[config.mk]
export PLATFORM = sky130hd
export DESIGN_NAME = button_scheduler
export DESIGN_NICKNAME = d
export VERILOG_FILES = /design/src/rtl/calc_pkg.sv /design/src/rtl/button_sync.sv /design/src/rtl/button_scheduler.sv
export SDC_FILE = /design/constraint.sdc
export NUM_CORES = 1
export LEC_CHECK = 0
export CAP_MARGIN = 20
export CORE_MARGIN = 4
export CORE_UTILIZATION = 50
export CTS_CLUSTER_SIZE = 16
export DETAILED_ROUTE_END_ITERATION = 10
export PLACE_DENSITY = 0.8
export SLEW_MARGIN = 20
export SYNTH_ARGS = -nofsm -noshare
export SYNTH_HDL_FRONTEND = slang
export SYNTH_SLANG_ARGS = --single-unit
[constraint.sdc]
create_clock -name clk_i -period 5.3 [get_ports clk_i]
set_clock_uncertainty 0.1 [all_clocks]
set_input_delay 1.06 -clock clk_i [delete_from_list [all_inputs] [get_ports clk_i]]
set_output_delay 1.06 -clock clk_i [all_outputs]
set_load 0.02 [all_outputs]
[src/rtl/calc_pkg.sv]
// ---------------------------------------------------------------------------
// calc_pkg
// Shared types for the calculator datapath and its front-end blocks.
//   active_button_t      : index of a single pressed button (16 buttons)
//   button_sched_state_e : state of the button_scheduler sequencer
// ---------------------------------------------------------------------------
package calc_pkg;

    localparam int CALC_NUM_BUTTONS = 16;

    typedef logic [$clog2(CALC_NUM_BUTTONS)-1:0] active_button_t;

    typedef enum logic [1:0] {
        IDLE     = 2'd0,
        DEBOUNCE = 2'd1,
        PRESS    = 2'd2,
        RELEASE  = 2'd3
    } button_sched_state_e;

endpackage : calc_pkg

[src/rtl/button_sync.sv]
// ---------------------------------------------------------------------------
// button_sync
// Two-flop synchronizer for a vector of asynchronous levels.
// Ports:
//   clk_i : destination clock
//   rst_i : asynchronous active-high reset, clears both stages to 0
//   d_i   : raw asynchronous input vector
//   q_o   : synchronized vector, 2 cycles behind d_i
// ---------------------------------------------------------------------------
module button_sync #(
    parameter int WIDTH = 16
) (
    input  logic             clk_i,
    input  logic             rst_i,
    input  logic [WIDTH-1:0] d_i,
    output logic [WIDTH-1:0] q_o
);

    logic [WIDTH-1:0] r_meta;
    logic [WIDTH-1:0] r_sync;

    // Two back-to-back capture stages; first stage may go metastable.
    always_ff @(posedge clk_i or posedge rst_i) begin
        if (rst_i) begin
            r_meta <= '0;
            r_sync <= '0;
        end else begin
            r_meta <= d_i;
            r_sync <= r_meta;
        end
    end

    assign q_o = r_sync;

endmodule : button_sync

[src/rtl/button_scheduler.sv]
// ---------------------------------------------------------------------------
// button_scheduler
// Turns raw button levels into single debounced key events with a
// valid/ready handshake. Only one button at a time is accepted; after an
// event the block waits for a debounced full release before arming again.
// Ports:
//   clk_i     : 100 MHz clock
//   rst_i     : asynchronous active-high reset
//   tick_i    : one-cycle 1 kHz sample enable
//   buttons_i : raw asynchronous button levels
//   ready_i   : calculator core accepts the pending event
//   valid_o   : a key event is pending (registered)
//   button_o  : index of the pressed button, frozen while valid_o is high
//   multi_o   : last tick sample had two or more buttons set
// ---------------------------------------------------------------------------
module button_scheduler
    import calc_pkg::*;
#(
    parameter int NUM_BUTTONS    = 16,
    parameter int DEBOUNCE_TICKS = 4
) (
    input  logic                   clk_i,
    input  logic                   rst_i,
    input  logic                   tick_i,
    input  logic [NUM_BUTTONS-1:0] buttons_i,
    input  logic                   ready_i,
    output logic                   valid_o,
    output active_button_t         button_o,
    output logic                   multi_o
);

    localparam int CNT_W = $clog2(DEBOUNCE_TICKS + 1);
    localparam logic [CNT_W-1:0]       CNT_MAX = CNT_W'(DEBOUNCE_TICKS);
    localparam logic [CNT_W-1:0]       CNT_ONE = CNT_W'(1);
    localparam logic [NUM_BUTTONS-1:0] ONE_VEC = NUM_BUTTONS'(1);

    button_sched_state_e    r_state;
    logic [CNT_W-1:0]       r_cnt;
    logic                   r_valid;
    active_button_t         r_button;
    logic                   r_multi;

    logic [NUM_BUTTONS-1:0] w_sync;
    logic [NUM_BUTTONS-1:0] w_low_bits;
    logic                   w_nonzero;
    logic                   w_one_hot;
    logic                   w_multi;
    logic                   w_match;
    active_button_t         w_index;
    logic [CNT_W-1:0]       w_cnt_inc;
    logic                   w_cnt_done;

    button_sync #(
        .WIDTH (NUM_BUTTONS)
    ) u_sync (
        .clk_i (clk_i),
        .rst_i (rst_i),
        .d_i   (buttons_i),
        .q_o   (w_sync)
    );

    // s & (s-1) clears the lowest set bit: anything left means >= 2 bits set.
    assign w_low_bits = w_sync & (w_sync - ONE_VEC);
    assign w_nonzero  = |w_sync;
    assign w_multi    = |w_low_bits;
    assign w_one_hot  = w_nonzero & ~w_multi;
    assign w_match    = (w_sync == (ONE_VEC << r_button));

    // Saturating increment so the counter can never wrap back to zero.
    assign w_cnt_inc  = (r_cnt == CNT_MAX) ? r_cnt : (r_cnt + CNT_ONE);
    assign w_cnt_done = (w_cnt_inc == CNT_MAX);

    // Encode the index of the set bit; only meaningful when w_one_hot.
    always_comb begin
        w_index = '0;
        for (int i = 0; i < NUM_BUTTONS; i++) begin
            w_index = w_sync[i] ? active_button_t'(i) : w_index;
        end
    end

    // Press/release sequencer with registered valid and button outputs.
    always_ff @(posedge clk_i or posedge rst_i) begin
        if (rst_i) begin
            r_state  <= IDLE;
            r_cnt    <= '0;
            r_valid  <= 1'b0;
            r_button <= '0;
        end else begin
            case (r_state)
                IDLE: begin
                    if (tick_i && w_one_hot) begin
                        r_button <= w_index;
                        r_cnt    <= CNT_ONE;
                        if (CNT_ONE == CNT_MAX) begin
                            r_state <= PRESS;
                            r_valid <= 1'b1;
                        end else begin
                            r_state <= DEBOUNCE;
                        end
                    end
                end
                DEBOUNCE: begin
                    if (tick_i) begin
                        if (w_match) begin
                            r_cnt <= w_cnt_inc;
                            if (w_cnt_done) begin
                                r_state <= PRESS;
                                r_valid <= 1'b1;
                            end
                        end else begin
                            // Any disturbance abandons the candidate; the
                            // disturbing sample itself is not reused.
                            r_cnt   <= '0;
                            r_state <= IDLE;
                        end
                    end
                end
                PRESS: begin
                    // Ticks are ignored here, including one coincident
                    // with the handshake.
                    if (r_valid && ready_i) begin
                        r_valid <= 1'b0;
                        r_cnt   <= '0;
                        r_state <= RELEASE;
                    end
                end
                RELEASE: begin
                    if (tick_i) begin
                        if (!w_nonzero) begin
                            if (w_cnt_done) begin
                                r_cnt   <= '0;
                                r_state <= IDLE;
                            end else begin
                                r_cnt <= w_cnt_inc;
                            end
                        end else begin
                            r_cnt <= '0;
                        end
                    end
                end
                default: begin
                    r_state <= IDLE;
                    r_cnt   <= '0;
                    r_valid <= 1'b0;
                end
            endcase
        end
    end

    // Multi-press flag: refreshed on every tick regardless of state.
    always_ff @(posedge clk_i or posedge rst_i) begin
        if (rst_i) begin
            r_multi <= 1'b0;
        end else if (tick_i) begin
            r_multi <= w_multi;
        end else begin
            r_multi <= r_multi;
        end
    end

    assign valid_o  = r_valid;
    assign button_o = r_button;
    assign multi_o  = r_multi;

endmodule : button_scheduler
# Word-level counts from Yosys, hierarchy flattened
# Cells that the tools add are included.
# totals
ff_bits	43
latch_bits	0
ramBits	0
mem_bits_ro	0
input_bits	20
output_inout_bits	6
elab_cells	76
n_memories	0
# classes
addsub	2
mul	0
div	0
magnitude_cmp	0
n_eq_ne	15
n_shift	1
muxes	38
bitwise_logic	3
reduce_logical	10
# ops
cell	count
two-way mux 3 bit	12
two-way mux 4 bit	8
OR reduction 16 bit	2
two-way mux 2 bit	10
AND 16 bit	1
equality test 16 bit	1
!= test 2 bit (second input constant)	8
left shift 1 x 4 -> 16 bit (first input constant)	1
subtractor 16 x 1 -> 16 bit (second input constant)	1
one-hot mux 3 bit (4 select lines)	1
one-hot mux 2 bit (4 select lines)	1
AND reduction 7 bit	1
equality test 3 bit (second input constant)	2
two-way mux 1 bit	5
AND reduction 5 bit	1
equality test 2 bit (second input constant)	2
AND reduction 4 bit	1
adder 3 x 1 -> 3 bit (second input constant)	1
!= test 3 bit (second input constant)	1
equality test 2 x 1 -> 1 bit (second input constant)	1
logical AND 1 bit	2
logical NOT 2 bit	1
one-hot mux 1 bit (2 select lines)	1
AND reduction 2 bit	1
other kinds (3)	3

# Longest topological paths before layout
# depth
ltp_word	15
mapped_depth	9
depth_no_buf	8

# Cells and area by module
# A second synthesis with hierarchy kept.
# unflattened
cells_unflattened	223
area_unflattened_um2	2212.1
# by_module_without_submodules
mod	instances	cells_each	area_per_inst_um2	seq_area_each_um2
button_scheduler	1	190	1407.6	275.3
button_sync	1	33	804.5	800.8

# Least setup slack after synthesis
# Ideal clock, no wire load.
# synth_path
path_kind	register to register
from	register u_sync.r_sync[5] (netlist: u_sync.q_o[5])
to	register r_button[1] (netlist: button_o[1])
setup_ns	0.128
t_arrival_ns	2.050
required_ns	5.072
setup_slack_ns	3.022
path_stages_with_launch	8
n_path_buf	0
synth_period_minus_slack_ns	2.278
cell_sequence	dfrtp_1 -> or2_1 -> maj3_1 -> o31a_1 -> o22ai_2 -> nand4_2 -> nor2_4 -> mux2_1
# synth_via
elab_chain_cells	11
word_cells_on_any_way	19
cone_classes	add/sub (1); mux (11); bitwise (3); reduce/logical (4)
# synth_rtl
element	line	rtl
from (decl)	button_sync.sv:20	logic [WIDTH-1:0] r_sync;
from (signal assigned)	button_sync.sv:29	r_sync <= r_meta;
parallel branches: the longest is 11 deep, another holds subtractor 16 x 1 -> 16 bit	--	
to (signal assigned)	button_scheduler.sv:92	r_button <= w_index;
to (decl)	button_scheduler.sv:40	active_button_t r_button;
# Several ways; the timed one is not identified.
# A chain may end at the register's enable or synchronous reset.

# Worst setup path after layout
# layout_path
from	register r_button[3] (netlist: button_o[3])
to	output button_o[3]
# layout_lines
element	line	rtl
to (decl)	button_scheduler.sv:28	output active_button_t button_o,
# No word-level cell between the ends.

==> key figures <==
Final layout
  – Layout area overhead: 17.4%
  – Ant. Diodes: 0
  – Net count, final: approximately 270
  – Most frequent cells in the layout: 43 x dfrtp_1, 25 x clkdlybuf4s50_1, 17 x nor2_1
  – FILL cells: ~360
  – Share of cells above drive strength 1: 7.79%
  – Final core occ: between 60% and 70%
  – Post-route design area: ~2600 µm²
  – Commonest non-fill, non-tap cell in the layout: dfrtp_1

STA
  – RSZ-0062 raised after global routing: no
  – Setup-failing EPs final: 0
  – Fmax: roughly 340 MHz
  – Pin slew with the least headroom to its limit: approximately 0.66 ns
  – Final Hold Viols: 0
  – Minimum clock period: 2.95 ns
  – Final period util: 55.7%
  – Max-slew headroom: 56.1%
  – Setup TNS: 0 ns
  – Slew Limit Fails: 0

Worst setup path
  – Ordered list of cells on the worst path: clkdlybuf4s50_1
  – CP bufs+invs: 1
  – Worst path depth: 1
  – Kind of critical path: register to primary output
  – Crit-path max cell delay: 0.77 ns
  – CP max-delay cell: dfrtp_1
  – CP arrival: ~1.8 ns
  – Setup crit start kind: register
  – Worst r2r path cells: 7
  – Critical Path RT: between 4 and 5 ns
  – Cell family with most CP delay: flip-flops
  – Crit. End Element: primary output
  – CP max FO: 24

Synthesis
  – Post-synth top area share: 48.2%
  – Synth Flop Type: dfrtp_1
  – Yosys warning total: 0
  – EDFF count, synth: 0
  – Area leader, netlist: dfrtp_1
  – Synth area leaders: dfrtp_1 48%, a21oi_1 3.1%, nor2_1 2.9%
  – Synthesized area per cell: roughly 10 µm²
  – Synth async-reset ratio: 100%
  – Post-synthesis register bit count: 43
  – Netlist Area Pre-Place: ~2200 µm²
  – Seq/Total Area, Yosys: between 40% and 50%
  – Syn_nets: roughly 240
  – Unique masters post-synth: 57
  – Synth Instances: between 200 and 250

Place
  – Port buffer count: 25
  – Hpwl dp: 3310 µm
  – Post-DP Area: between 2000 and 3000 µm²
  – RD Place Congestion: 0.864

Floorplanning
  – Die height: ~75 µm
  – Initial core utilization: 51.6%
  – Core Footprint: roughly 4300 µm²
  – Die width: 74.8 µm
  – Die area: about 5600 µm²
  – Row count: 24
  – Ports: 26

Clock network
  – Clk slew on worst S/H paths: around 0.080 ns
  – Post-CTS setup repair buffer count: 0
  – Cts bufs inserted: 5
  – Longest Clk Path Bufs: 2
  – CTS Hold Bufs: 0
  – Clk sink count: between 40 and 50
  – CTS root buf: clkbuf_8
  – Number of H-tree levels: 2
  – Clk Latency, worst-skew pair: between 0.2 and 0.3 ns
  – Post-cts sizing count: 0
  – CTS tree: yes

Power and ir drop
  – Worst VDD drop: ~210 µV
  – Switching power total: about 0.00016 W
  – P_leak: around 1 nW
  – Int Power: between 0.0005 and 0.0006 W
  – Switching Share: approximately a quarter
  – Reg power frac: between 50 and 60%
  – Clk pwr share: 36.9%
  – Comb power frac: between 8 and 9%
  – Power Density: approximately 260 nW/µm²

GRT
  – Grt ovf: 0
  – Global-route met3 utilization: slightly below 4%
  – Number of global-route vias before repair: approximately 1,600
  – GRT Util Overall: 17.7%
  – Initial antenna violation count: 0
  – GRT met1 Usage: around a quarter
  – First-pass GRT wire length: between 7000 and 8000 µm
  – Pin count of the biggest net entering global routing: between 40 and 50
  – GRT busiest layer: met2
  – M2 GR Usage: between 20% and 30%

Drt
  – Final wirelength: 4600 µm
  – WL/cell: 15.5 µm
  – DR pass1 iterations: 5
  – DRC errors left: 0
  – Iter 0 DRT Violations: ~160
  – Via count: approximately 1,800
  – Post-route ant nets: 0
  – Drt via density: between 6 and 7

Job
  – Max cap viols: 0

Hold path
  – Min-Delay Path Class: register to register
  – Count of cells along the worst hold path: 0

Outcome
  – Status: completed
[path summary, 6_finish.rpt]
| kind | startpoint | endpoint | slack, ns |
|---|---|---|---|
| hold reg to reg | u_sync.r_meta[8] | u_sync.q_o[8] | 0.25 |
| min in group asynchronous | rst_i | r_cnt[1] | 1.10 |
| hold / removal | u_sync.r_meta[8] | u_sync.q_o[8] | 0.25 |
| setup / recovery | button_o[3] | button_o[3] | 2.35 |
| setup reg to reg | button_o[3] | r_cnt[0] | 2.72 |
| max in group asynchronous | rst_i | r_cnt[0] | 3.66 |
[power by group through the flow]
stage               clock network [W]  logic (W)  registers, W
floorplan                           0  0.0000401      0.000361
finish                       0.000248  0.0000581      0.000366
CTS                          0.000256  0.0000584      0.000365
detailed placement                  0  0.0000580      0.000371
global placement                    0  0.0000574      0.000371
global route                 0.000265  0.0000647      0.000368
[metrics by stage]
stage          power, W  std cells  hold slack [ns]  setup WS, ns
2_1_floorplan  0.000401        220            0.231          3.02
3_3_place_gp   0.000428        288            0.233          2.52
3_5_place_dp   0.000429        288            0.235          2.42
4_1_cts        0.000679        296            0.248          2.34
5_1_grt        0.000698        296            0.256          2.25
6_report       0.000672        296            0.251          2.35
[kinds of logic (layout without fill, tap and decap cells)]
group / count (synthesis) / in the layout / synth area share, %
flops: 43 / 43 / 48.2
simple gates: 86 / 86 / 23.2
xor+xnor: 1 / 1 / 0.393
mux: 7 / 7 / 3.25
compound gates: 60 / 60 / 19.6
buf+inv: 20 / 44 / 3.76
fa+ha+maj: 3 / 3 / 1.57
[flip-flops by register name, summed over array words and instances (netlist names), named ones only]
register and count:
u_sync.q_o 16, multi_o 1, valid_o 1, u_sync.r_meta 16, button_o 4, r_cnt 3
r_state 1
[synth_stat cells (all sizes together), types with 3 or more instances]
cell type / n
nor3: 7
o31ai: 3
a211oi: 4
mux2i: 5
buf: 5
nand4: 4
o21ai: 11
or2: 4
o32a: 3
nor2b: 7
nor4: 6
inv: 10
a31oi: 5
nand2: 8
dfrtp: 43
or3b: 3
or3: 3
nand2b: 5
nand3b: 4
nand3: 8
clkbuf: 5
a21oi: 14
nor2: 18
[per-layer routing]
layer | wire, µm | vias to the layer above
met3 | 269 | 12
met5 | 0 | -
met2 | 2210 | 64
met4 | 98 | 0
li1 | - | 868
met1 | 2020 | 887
[cell type report]
cell class | instances | area [µm²] | area share, %
clock buffers | 5 | 68.8 | 2.63
flip-flops and latches | 43 | 1080 | 41.1
well taps | 52 | 65.1 | 2.48
clock inverters | 3 | 43.8 | 1.67
repair buffers | 26 | 258 | 9.84
multi-input cells | 157 | 1070 | 40.9
inverters | 10 | 37.5 | 1.43
(Power assumes the default switching activity.)
